### config.mk
export PLATFORM = sky130hd
export DESIGN_NAME = mem_port_arbiter
export DESIGN_NICKNAME = d
export VERILOG_FILES = /design/src/rtl/mem_port_arbiter.sv
export SDC_FILE = /design/constraint.sdc
export NUM_CORES = 1
export LEC_CHECK = 0
export ABC_AREA = 1
export BUFFER_PORTS_ARGS = -buffer_cell sky130_fd_sc_hd__buf_2
export CORE_MARGIN = 2
export CORE_UTILIZATION = 48
export DETAILED_ROUTE_END_ITERATION = 12
export GPL_TIMING_DRIVEN = 0
export HOLD_SLACK_MARGIN = 0.1
export PLACE_DENSITY = 0.8
export SLEW_MARGIN = 10
export SYNTH_ARGS = -nofsm -noshare
export SYNTH_HDL_FRONTEND = slang
export SYNTH_SLANG_ARGS = --single-unit
### constraint.sdc
create_clock -name clk -period 2.2 [get_ports clk]
set_input_delay 0.22 -clock clk [delete_from_list [all_inputs] [get_ports clk]]
set_output_delay 0.22 -clock clk [all_outputs]
set_load 0.02 [all_outputs]
### src/rtl/mem_port_arbiter.sv
// mem_port_arbiter: shares a single memory port between an instruction-fetch
// requester and a data requester. Round-robin arbitration with at most one
// outstanding transaction, registered memory-side outputs, and an optional
// busy timeout that completes the transaction with zero data and an err pulse.
module mem_port_arbiter #(
    parameter int unsigned TIMEOUT = 255
) (
    input  logic        clk,
    input  logic        rst,
    input  logic        if_req,
    input  logic [31:0] if_addr,
    output logic [31:0] if_rdata,
    output logic        if_valid,
    input  logic        dm_req,
    input  logic        dm_we_re,
    input  logic [3:0]  dm_mask,
    input  logic [31:0] dm_addr,
    input  logic [31:0] dm_wdata,
    output logic [31:0] dm_rdata,
    output logic        dm_valid,
    output logic        mem_request,
    output logic        mem_we_re,
    output logic [3:0]  mem_mask,
    output logic [31:0] mem_address,
    output logic [31:0] mem_wdata,
    input  logic [31:0] mem_rdata,
    input  logic        mem_valid,
    output logic        err,
    output logic        stall_if,
    output logic        stall_dm
);

    typedef enum logic [1:0] {
        S_IDLE    = 2'd0,
        S_IF_BUSY = 2'd1,
        S_DM_BUSY = 2'd2,
        S_RESP    = 2'd3
    } state_t;

    localparam logic [15:0] TIMEOUT_W = 16'(TIMEOUT);

    state_t      r_state;
    state_t      w_state_next;
    logic        w_grant_if;
    logic        w_grant_dm;
    logic        w_done;
    logic        w_timeout;

    // 1 = the data port won the most recent grant, so fetch wins the next tie
    logic        r_last_dm;
    logic [15:0] r_cnt;

    logic        r_mem_request;
    logic        r_mem_we_re;
    logic [3:0]  r_mem_mask;
    logic [31:0] r_mem_address;
    logic [31:0] r_mem_wdata;
    logic [31:0] r_if_rdata;
    logic [31:0] r_dm_rdata;
    logic        r_if_valid;
    logic        r_dm_valid;
    logic        r_err;

    // State register
    always_ff @(posedge clk) begin
        if (!rst) begin
            r_state <= S_IDLE;
        end else begin
            r_state <= w_state_next;
        end
    end

    // Next-state logic: arbitration in IDLE, completion/timeout detection while busy
    always_comb begin
        w_state_next = r_state;
        w_grant_if   = 1'b0;
        w_grant_dm   = 1'b0;
        w_done       = 1'b0;
        w_timeout    = 1'b0;
        case (r_state)
            S_IDLE: begin
                if (if_req && dm_req) begin
                    if (r_last_dm) begin
                        w_grant_if = 1'b1;
                    end else begin
                        w_grant_dm = 1'b1;
                    end
                end else if (if_req) begin
                    w_grant_if = 1'b1;
                end else if (dm_req) begin
                    w_grant_dm = 1'b1;
                end
                if (w_grant_if) begin
                    w_state_next = S_IF_BUSY;
                end else if (w_grant_dm) begin
                    w_state_next = S_DM_BUSY;
                end
            end
            S_IF_BUSY, S_DM_BUSY: begin
                if (mem_valid) begin
                    w_done       = 1'b1;
                    w_state_next = S_RESP;
                end else if ((TIMEOUT_W != 16'd0) && ((r_cnt + 16'd1) == TIMEOUT_W)) begin
                    w_timeout    = 1'b1;
                    w_state_next = S_RESP;
                end
            end
            S_RESP: begin
                w_state_next = S_IDLE;
            end
            default: begin
                w_state_next = S_IDLE;
            end
        endcase
    end

    // Datapath: latch the granted request, capture response, pulse valid/err in RESP
    always_ff @(posedge clk) begin
        if (!rst) begin
            r_last_dm     <= 1'b1;
            r_cnt         <= 16'd0;
            r_mem_request <= 1'b0;
            r_mem_we_re   <= 1'b0;
            r_mem_mask    <= 4'd0;
            r_mem_address <= 32'd0;
            r_mem_wdata   <= 32'd0;
            r_if_rdata    <= 32'd0;
            r_dm_rdata    <= 32'd0;
            r_if_valid    <= 1'b0;
            r_dm_valid    <= 1'b0;
            r_err         <= 1'b0;
        end else begin
            r_if_valid <= 1'b0;
            r_dm_valid <= 1'b0;
            r_err      <= 1'b0;
            if (w_grant_if) begin
                r_last_dm     <= 1'b0;
                r_cnt         <= 16'd0;
                r_mem_request <= 1'b1;
                r_mem_we_re   <= 1'b0;
                r_mem_mask    <= 4'b1111;
                r_mem_address <= if_addr;
                r_mem_wdata   <= 32'd0;
            end else if (w_grant_dm) begin
                r_last_dm     <= 1'b1;
                r_cnt         <= 16'd0;
                r_mem_request <= 1'b1;
                r_mem_we_re   <= dm_we_re;
                r_mem_mask    <= dm_mask;
                r_mem_address <= dm_addr;
                r_mem_wdata   <= dm_wdata;
            end else if (w_done || w_timeout) begin
                r_mem_request <= 1'b0;
                r_err         <= w_timeout;
                if (r_state == S_IF_BUSY) begin
                    r_if_valid <= 1'b1;
                    r_if_rdata <= w_done ? mem_rdata : 32'd0;
                end else begin
                    // Stores and timed-out loads return zero
                    r_dm_valid <= 1'b1;
                    r_dm_rdata <= (w_done && !r_mem_we_re) ? mem_rdata : 32'd0;
                end
            end else if ((r_state == S_IF_BUSY) || (r_state == S_DM_BUSY)) begin
                r_cnt <= r_cnt + 16'd1;
            end
        end
    end

    assign mem_request = r_mem_request;
    assign mem_we_re   = r_mem_we_re;
    assign mem_mask    = r_mem_mask;
    assign mem_address = r_mem_address;
    assign mem_wdata   = r_mem_wdata;
    assign if_rdata    = r_if_rdata;
    assign if_valid    = r_if_valid;
    assign dm_rdata    = r_dm_rdata;
    assign dm_valid    = r_dm_valid;
    assign err         = r_err;
    assign stall_if    = if_req & ~r_if_valid;
    assign stall_dm    = dm_req & ~r_dm_valid;

endmodule

==> results_dict.tcl, run 1 <==
set metrics [dict create \
    status "finished, violations left" \
    violations "setup timing" \
    wl_per_cell_um 18.4 \
    grt_max_degree 17 \
    cp-end-kind "flip-flop" \
    vias_per_cell 5.72 \
    dieWidth_um 120 \
    arrival_ps 2570 \
    leakage_nw 4.61 \
    drt-total-wl_um 27500 \
    tritoncts "done" \
    final.period_utilization 1.02 \
    relSlewSlack 0.565 \
    fill_cells 758 \
    grt_usage 0.355 \
    grt_pass1_wl_um 40300 \
    dp_hpwl_um 15200 \
    crit_fanout 7 \
    syn_area_um2 6460 \
    rrSetupSlack_ps -40 \
    die_h_um 120 \
    postLayoutSetupSlackWorst_ps -43.2 \
    first_global_vias 8064 \
    ys.flop_type "dfxtp_1" \
    layout.cells.non_filler 1496 \
    synthTopCellsByArea "dfxtp_1 (48%), nand2_1 (14%), a21oi_1 (11%)" \
    drt-initial-drc-count 900 \
    yosysTopAreaCellShare 0.484 \
    cts_max_level 4 \
    clockRootBuffer "clkbuf_16" \
    min-delay-start "if_addr[10]" \
    core_um2 13200 \
    rows 42 \
    peakVddDrop_mv 0.823 \
    synthToLayoutAreaGrowth_pct 60.4 \
    hold_end "mem_address[10]$_SDFFE_PN0P_" \
    syn_nets 1014 \
    whs_ps 102 \
    async_flop_share 0 \
    grt_overflow 0 \
    cts_num_sinks 156 \
    nNetsFinal 1446 \
    yosysTopAreaCell "dfxtp_1" \
    ant_nets 0 \
    syn-mean-instance-area_um2 7.41 \
    dr.pass1.iters 6 \
    start_util 0.490 \
    clkSlewWorstSetupHoldPaths_ps 60 \
    dp_cells 1323 \
    finalSetupViolations 6 \
    ios 277 \
    worstMarginPinSlew_ps 653 \
    maxCapViolations 0 \
    numCtsBuffers 17 \
    synth_seq_cells 156 \
    layout-drive-gt1-share 0.326 \
    clk_latency_ps 440 \
    startpoint_type "flip-flop" \
    p_per_area_nw_per_um2 1130 \
    drc 0 \
    finClkSkew_ps 9.11 \
    fin_crit_ps 2240 \
    yosys_warnings 0 \
    reg2reg_to "dm_rdata[2]$_SDFFE_PN0P_" \
    finalWeightedCongestion 0.943 \
    synth_edf_count 0 \
    vias 8558 \
    holdCritPathClass "input pin to flip-flop" \
    fmax_ghz 0.446 \
    finalHoldViolations 0 \
    worstSetupPathType "flip-flop to flip-flop" \
    hold_depth 3 \
    portBuffers 275 \
    reg2regPathDepth 16 \
    synth_cells 872 \
    worstPathRequired_ps 2530 \
    seq_area_frac_synth 0.484 \
    ys_types 32 \
    r2r-start "r_cnt[1]$_SDFFE_PP0P_" \
    dpl_worst_slack_ps -470 \
    drv_slew 0 \
    die_area_um2 14400 \
    ctsLongestPathBuffers 2 \
    antenna_found_initial 3 \
    rsz0062_at_grt "yes" \
]
## repair_timing
item                                   in CTS  in global routing
setup buffers                               4                 13
hold buffers                              120                  0
setup endpoints to repair                 151                109
cloned                                      0                  1
endpoints found under the hold margin      96                  0
pin swaps                                   7                 17
resized for setup                          35                 73
## layout make-up
cell class	instances	area, um2	area share
flip-flops and latches	156	3140	0.303
inverters	40	154	0.0149
plain buffers	58	332	0.0320
repair buffers	413	2730	0.263
well taps	176	220	0.0213
clock inverters	13	189	0.0182
clock buffers	19	443	0.0428
multi-input cells	618	3140	0.303
diodes	3	7.51	0.000725
## synth_stat cells (5+ instances only)
library cell	count
a21oi_1	136
o22ai_1	32
a21oi_2	9
nor2_1	63
nor2_2	5
nand2_2	7
inv_1	36
dfxtp_1	156
nand2_1	243
nand4_1	8
o21ai_0	38
buf_2	11
nand3_1	51
clkbuf_1	38
## critical path: stages (launching register included)
cell     delay [ps]
dfxtp_4         390
ha_4            180
nand2_4          70
nor2_4          170
nand3_2         120
nand2_1         100
nand2_2          80
nor2_2          120
nand2_2          70
nor2_4          110
nand3_2         110
nand2_4         150
buf_8           140
buf_12          120
nand3_2          50
nand2_1          90
nor2_1           80
## power breakdown
part	leakage [nW]	internal (mW)	switching (mW)
Combinational	3.04	1.60	3.20
Clock	0.293	1.93	1.23
Sequential	1.28	3.37	0.352
## cells by family after synthesis
group	synth area share
adder cells (fa/ha/maj)	0.00775
XOR/XNOR	0.00271
buffers and inverters	0.0663
AND/OR/NAND/NOR	0.245
flip-flops	0.484
AO/OA/AOI/OAI	0.194
## worst max-delay path by stage
stage / start / slack [ps] / endpoint
CTS: r_cnt[1]$_SDFFE_PP0P_ / 5 / dm_rdata[16]$_SDFFE_PN0P_
floorplan: r_cnt[1]$_SDFFE_PP0P_ / 160 / if_rdata[10]$_SDFFE_PN0P_
global placement: r_state[0]$_SDFFE_PN0P_ / -420 / if_rdata[1]$_SDFFE_PN0P_
detailed placement: r_state[0]$_SDFFE_PN0P_ / -470 / if_rdata[11]$_SDFFE_PN0P_
finish: r_cnt[1]$_SDFFE_PP0P_ / -40 / dm_rdata[2]$_SDFFE_PN0P_
global route: r_cnt[1]$_SDFFE_PP0P_ / -150 / dm_rdata[2]$_SDFFE_PN0P_
## layout by cell type (no fill, tap or decap), types with 9 or more instances in the layout
master and count:
o22ai_1 32, nand3_1 43, a21oi_2 9, nand2_2 13, o21ai_0 36, inv_1 36, clkbuf_1 28, buf_2 282
a21oi_1 136, clkbuf_16 17, nand2_1 231, dfxtp_1 147, nor2_1 51, nor2_4 11, dlygate4sd3_1 120, buf_4 20
## state kept, by name, summed over array words and instances (netlist names)
signal,flops
r_state,2
mem_we_re,1
dm_rdata,32
mem_request,1
err,1
r_cnt,16
mem_mask,4
dm_valid,1
if_rdata,32
if_valid,1
mem_address,32
r_last_dm,1
mem_wdata,32
## routing by layer
| layer | share of wire | vias to the layer above | global-route usage |
|---|---|---|---|
| li1 | - | 3781 | - |
| met5 | 0 | - | 0 |
| met4 | 0.076 | 0 | 0.238 |
| met1 | 0.34 | 3899 | 0.394 |
| met2 | 0.47 | 699 | 0.593 |
| met3 | 0.11 | 179 | 0.0965 |
## metrics by stage
| stage | util | cell area [um2] | total power, mW | TNS [ps] |
|---|---|---|---|---|
| final | 0.785 | 10400 | 11.7 | -85.1 |
| after global routing | 0.785 | 10400 | 12.1 | -6700 |
| after CTS | 0.761 | 10000 | 11.1 | 0 |
| after detailed placement | 0.611 | 8050 | 7.66 | -38060 |
| after global placement | 0.611 | 8050 | 7.61 | -29630 |
| after floorplan | - | 6460 | 6.36 | 0 |
Power figures use the tool's default switching activity.
==> run 2, diff against run 1 <==
--- a/config.mk
+++ b/config.mk
@@ -7,12 +7,13 @@
 export LEC_CHECK = 0
 export ABC_AREA = 1
 export BUFFER_PORTS_ARGS = -buffer_cell sky130_fd_sc_hd__buf_2
+export CAP_MARGIN = 20
 export CORE_MARGIN = 2
 export CORE_UTILIZATION = 48
 export DETAILED_ROUTE_END_ITERATION = 12
 export GPL_TIMING_DRIVEN = 0
 export HOLD_SLACK_MARGIN = 0.1
-export PLACE_DENSITY = 0.8
+export PLACE_DENSITY_LB_ADDON = 0.08
 export SLEW_MARGIN = 10
 export SYNTH_ARGS = -nofsm -noshare
 export SYNTH_HDL_FRONTEND = slang
==> run 2 against run 1 <==
  * The flow still finishes with violations (setup timing)
  * Worst hold slack improved by 0.61 ps
  * Maximum frequency decreased by 1.8%
  * Count of clock-buffer cells in the layout increased by 6
  * Core utilization increased by 1.1 points
  * Critical endpoint is now if_rdata[15]$_SDFFE_PN0P_
  * Sequential power decreased by 1%
  * Flip-flop and latch count unchanged
  * Via count decreased by 8.2%
  * Cell count decreased by 1.1%
  * Routed wire length decreased by 13%
  * Clock power decreased by 15%
  * Die area unchanged
  * Largest power group unchanged
  * Combinational power about the same
==> results_dict.tcl, run 2 (synthesized netlist as in run 1, its figures left out) <==
set metrics [dict create \
    finalSetupViolations 47 \
    vias 7860 \
    portBuffers 275 \
    clkSlewWorstSetupHoldPaths_ps 60 \
    mostFrequentLayoutCells "buf_2 (280), nand2_1 (203), dfxtp_1 (148), a21oi_1 (127), dlygate4sd3_1 (101)" \
    worstMarginPinSlew_ps 611 \
    m1WireLength_um 9420 \
    peakVddDrop_mv 0.767 \
    internal_power_mw 6.71 \
    final-seq-area_um2 3140 \
    clk_latency_ps 420 \
    crit_path_frequent_cell "nor2_1" \
    dp_hpwl_um 14900 \
    grt_usage 0.306 \
    arrival_ps 2570 \
    maxCapViolations 0 \
    seqPwrFrac 0.329 \
    rsz0062_at_grt "yes" \
    synthToLayoutAreaGrowth_pct 62.7 \
    ios 277 \
    cts_num_sinks 156 \
    p_sw_frac 0.400 \
    ant_nets 0 \
    layout-drive-gt1-share 0.366 \
    finalHoldViolations 0 \
    drc 0 \
    timing.critical_path.cells "buf_12 -> nand2_4 -> nor2_4 -> nand2_4 -> nor2_1 -> nor2_1 -> nor2_1 -> nand2_1 -> nor2_4 -> nand3_4 -> nand2_8 -> nand2_8 -> clkbuf_16 -> nand2_2 -> a21oi_1" \
    grt_pass1_wl_um 35200 \
    finalWeightedCongestion 0.856 \
    cp_slowest_cell "dfxtp_4" \
    antenna_found_initial 0 \
    nNetsFinal 1437 \
    comb_power_share 0.431 \
    dpl_worst_slack_ps -416 \
    multi_input_area_um2 3370 \
    violations "setup timing" \
    slowest_delay_ps 370 \
    clockRootBuffer "clkbuf_16" \
    wl_met2_um 11700 \
    vias_per_cell 5.31 \
    leakage_nw 4.64 \
    cts_max_level 4 \
    wl_met3_um 1850 \
    drt-initial-drc-count 529 \
    cp-end-kind "flip-flop" \
    first_global_vias 7262 \
    fill_cells 890 \
    fin_crit_ps 2280 \
    relSlewSlack 0.593 \
    cp_top_family "simple AND/OR/NAND/NOR gates" \
    drt-total-wl_um 24000 \
    start_util 0.490 \
    drv_slew 0 \
    die_h_um 120 \
    grt_overflow 0 \
    final.period_utilization 1.04 \
    top_layer_used "met4" \
    startpoint_type "flip-flop" \
    postLayoutSetupSlackWorst_ps -84.1 \
    wl_per_cell_um 16.2 \
    dr.pass1.iters 5 \
    core_um2 13200 \
    p_per_area_nw_per_um2 1060 \
    dp_cells 1323 \
    finClkSkew_ps 7.21 \
    die_area_um2 14400 \
    pwr-share-clk 0.240 \
    dieWidth_um 120 \
    layout.cells.non_filler 1479 \
    holdCritPathClass "input pin to flip-flop" \
    diodes 0 \
    tritoncts "done" \
    post-route-util 0.797 \
    worstPathRequired_ps 2480 \
    status "finished, violations left" \
    grt_max_degree 17 \
    crit_fanout 8 \
    fmax_ghz 0.438 \
    ctsLongestPathBuffers 2 \
    power_switching_mw 4.47 \
    numCtsBuffers 17 \
    whs_ps 103 \
    worstSetupPathType "flip-flop to flip-flop" \
    rows 42 \
    crit_buf_inv 2 \
    layout_commonest_cell "buf_2" \
]
-- run 2: changes by cell type in the layout (fill, tap and decap cells not counted), moves of 6 or more --
cell and change:
dlygate4sd3_1 -19, nand2_2 +19, a21oi_2 +9, a21oi_1 -9, clkinvlp_4 -6, nand2_1 -28
-- run 2: worst paths after layout --
kind / slack (ps) / endpoint / cells past startpoint / start
worst min register to register: 460 / mem_wdata[24]$_SDFFE_PP0P_ / 2 / mem_wdata[24]$_SDFFE_PP0P_
worst max register to register: -80 / if_rdata[15]$_SDFFE_PN0P_ / 15 / r_cnt[1]$_SDFFE_PP0P_
worst max-delay path: -80 / if_rdata[15]$_SDFFE_PN0P_ / 15 / r_cnt[1]$_SDFFE_PP0P_
worst min-delay path: 100 / mem_address[3]$_SDFFE_PN0P_ / 3 / dm_addr[3]
-- run 2: what timing repair did --
item,CTS,global route
endpoints found under the hold margin,89,0
cloned,2,5
setup endpoints to repair,121,91
setup buffers,4,17
hold buffers,101,0
resized for setup,43,127
pin swaps,8,31
-- run 2: power by group through the flow --
stage	Combinational [mW]	Sequential [mW]	Clock (mW)
after floorplan	2.08	4.28	0
after global placement	3.93	3.70	0
after detailed placement	3.96	3.69	0
after CTS	4.32	3.65	2.68
after global routing	5.22	3.73	2.82
final	4.82	3.68	2.69
-- run 2: cell type report --
type                    count  area share
clock buffers              25      0.0491
clock inverters             2    0.000953
plain buffers              58      0.0343
multi-input cells         618       0.321
repair buffers            404       0.261
inverters                  40      0.0143
flip-flops and latches    156       0.299
well taps                 176      0.0210
-- run 2: stage by stage --
step	setup TNS (ps)	instance area, um2	total power, mW
6_report	-2350	10500	11.2
4_1_cts	-97.9	9810	10.7
2_1_floorplan	0	6460	6.36
3_5_place_dp	-28630	8050	7.65
3_3_place_gp	-27950	8050	7.63
5_1_grt	-16870	10500	11.8
-- run 2: worst reg2reg max path, cell delays in order, from the launching register on --
cell and delay [ps]:
dfxtp_4 370, buf_12 110, nand2_4 40, nor2_4 210
nand2_4 120, nor2_1 150, nor2_1 60, nor2_1 130
nand2_1 110, nor2_4 130, nand3_4 120, nand2_8 160
nand2_8 120, clkbuf_16 210, nand2_2 50, a21oi_1 50
-- run 2: routing by layer --
layer	vias to the layer above	GRT usage
met3	81	0.0875
met5	-	0
li1	3742	-
met2	363	0.504
met1	3674	0.368
met4	0	0.143
==> run 3, diff against run 2 <==
--- a/config.mk
+++ b/config.mk
@@ -9,11 +9,13 @@
 export BUFFER_PORTS_ARGS = -buffer_cell sky130_fd_sc_hd__buf_2
 export CAP_MARGIN = 20
 export CORE_MARGIN = 2
-export CORE_UTILIZATION = 48
+export CORE_UTILIZATION = 49
+export CTS_BUF_LIST = sky130_fd_sc_hd__clkbuf_8
 export DETAILED_ROUTE_END_ITERATION = 12
 export GPL_TIMING_DRIVEN = 0
 export HOLD_SLACK_MARGIN = 0.1
 export PLACE_DENSITY_LB_ADDON = 0.08
+export SKIP_CTS_REPAIR_TIMING = 1
 export SLEW_MARGIN = 10
 export SYNTH_ARGS = -nofsm -noshare
 export SYNTH_HDL_FRONTEND = slang
==> run 3 against run 2 <==
  * The run still ends with setup timing left
  * Routed wire length rose by 3.1%
  * Maximum frequency is 2.3% higher
  * Combinational power down 2%
==> results_dict.tcl, run 3 (synthesized netlist as in run 1, its figures left out) <==
set metrics [dict create \
    status "finished, violations left" \
    violations "setup timing" \
    first_global_vias 6529 \
    grt_pass1_wl_um 31800 \
    hold_depth 3 \
    rsz0062_at_grt "yes" \
    dr.pass1.iters 5 \
    vias_per_cell 5.39 \
    wl_per_cell_um 16.7 \
    worstSetupPathType "flip-flop to flip-flop" \
    arrival_ps 2580 \
    grt_overflow 0 \
    finalSetupViolations 4 \
    rrSetupSlack_ps -30 \
    finClkSkew_ps 13.1 \
    finalHoldViolations 0 \
    p_per_area_nw_per_um2 1050 \
    fin_crit_ps 2230 \
    m1WireLength_um 9420 \
    ios 277 \
    dp_hpwl_um 15100 \
    power_mw 10.6 \
    rows 41 \
    layout_commonest_cell "buf_2" \
    dieWidth_um 119 \
    drv_slew 0 \
    antenna_found_initial 0 \
    ant_nets 0 \
    dp_cells 1319 \
    ctsLongestPathBuffers 2 \
    holdCritPathClass "input pin to flip-flop" \
    synthToLayoutAreaGrowth_pct 57.1 \
    clkSlewWorstSetupHoldPaths_ps 80 \
    p_sw_frac 0.425 \
    portBuffers 275 \
    die_area_um2 14100 \
    leakage_nw 4.49 \
    peakVddDrop_mv 0.747 \
    relSlewSlack 0.622 \
    wl_met2_um 12400 \
    drt-initial-drc-count 588 \
    start_util 0.508 \
    whs_ps 67.0 \
    grt_max_degree 17 \
    clockRootBuffer "clkbuf_8" \
    pwr-share-clk 0.209 \
    vias 7976 \
    crit_buf_inv 1 \
    startpoint_type "flip-flop" \
    reg2regPathDepth 15 \
    tritoncts "done" \
    clk_latency_ps 480 \
    crit_path_frequent_cell "nand2_1" \
    finalWeightedCongestion 0.924 \
    nNetsFinal 1438 \
    min-delay-start "if_addr[13]" \
    mostFrequentLayoutCells "buf_2 (281), nand2_1 (227), dfxtp_1 (150), a21oi_1 (134), dlygate4sd3_1 (124)" \
    hold_end "mem_address[13]$_SDFFE_PN0P_" \
    cts_max_level 4 \
    fmax_ghz 0.448 \
    slowest_delay_ps 380 \
    die_h_um 119 \
    power_switching_mw 4.52 \
    diodes 0 \
    reg2reg_to "if_rdata[3]$_SDFFE_PN0P_" \
    cp_top_family "simple AND/OR/NAND/NOR gates" \
    wl_met3_um 1950 \
    layout.cells.non_filler 1481 \
    cts_num_sinks 156 \
    seqPwrFrac 0.349 \
    postLayoutSetupSlackWorst_ps -32.7 \
    r2r-start "r_cnt[1]$_SDFFE_PP0P_" \
    internal_power_mw 6.10 \
    worstMarginPinSlew_ps 567 \
    crit_fanout 10 \
    drt-total-wl_um 24700 \
    comb_power_share 0.442 \
    layout-drive-gt1-share 0.316 \
    core_um2 12700 \
    drc 0 \
    cp_slowest_cell "dfxtp_4" \
    fin_tns_setup_ps -62.2 \
    top_layer_used "met4" \
    grt_usage 0.281 \
    worstPathRequired_ps 2540 \
    maxCapViolations 0 \
    dpl_worst_slack_ps -419 \
    timing.critical_path.cells "ha_4 -> nand2_4 -> nor2_4 -> nand2_4 -> nor2_1 -> nand2_1 -> nand2_1 -> nand3_2 -> nor2_4 -> nand3_4 -> nand2_8 -> nand2_8 -> buf_8 -> nand2_1 -> a21oi_1" \
    final.period_utilization 1.01 \
    numCtsBuffers 17 \
    cp-end-kind "flip-flop" \
]
## run 3: changes by cell type in the layout (fill, tap and decap cells not counted), moves of 9 or more
cell,previous run,this run
a21oi_2,18,9
buf_4,19,3
clkbuf_16,22,2
clkbuf_8,6,21
dlygate4sd3_1,101,124
nand2_1,203,227
nand2_2,32,16
## run 3: worst max path at each step
stage / start / end / slack (ps) / depth (start not counted)
after floorplan: r_cnt[1]$_SDFFE_PP0P_ / if_rdata[10]$_SDFFE_PN0P_ / 160 / 13
after global placement: r_state[0]$_SDFFE_PN0P_ / if_rdata[21]$_SDFFE_PN0P_ / -350 / 10
after detailed placement: r_state[0]$_SDFFE_PN0P_ / if_rdata[1]$_SDFFE_PN0P_ / -420 / 10
after CTS: r_state[0]$_SDFFE_PN0P_ / if_rdata[1]$_SDFFE_PN0P_ / -440 / 10
after global routing: r_cnt[1]$_SDFFE_PP0P_ / if_rdata[3]$_SDFFE_PN0P_ / -160 / 15
final: r_cnt[1]$_SDFFE_PP0P_ / if_rdata[3]$_SDFFE_PN0P_ / -30 / 15
## run 3: metrics by stage
stage          cell area (um2)  utilization
2_1_floorplan             6460            -
3_3_place_gp              8050        0.633
3_5_place_dp              8050        0.633
4_1_cts                   8450        0.664
5_1_grt                  10100        0.797
6_report                 10100        0.797
## run 3: power by group through the flow
stage,registers [mW],logic (mW),clock network (mW)
after floorplan,4.28,2.08,0
after CTS,3.65,3.99,2.21
after detailed placement,3.70,3.98,0
after global routing,3.75,5.06,2.33
after global placement,3.69,3.94,0
final,3.71,4.70,2.22
## run 3: tightest hold or removal path, stage by stage
cell	delay [ps]
buf_2	70
o22ai_1	90
a21oi_1	120
## run 3: final cells by class
type / instances / area (um2)
inverters: 40 / 150
clock inverters: 11 / 114
well taps: 172 / 215
repair buffers: 405 / 2710
plain buffers: 58 / 354
flip-flops and latches: 156 / 3140
fillers: 919 / 2580
clock buffers: 21 / 289
multi-input cells: 618 / 3180
## run 3: metal layers
layer / GRT usage / up-vias
met3: 0.0796 / 96
met5: 0 / -
li1: - / 3755
met4: 0.103 / 0
met2: 0.469 / 463
met1: 0.343 / 3662
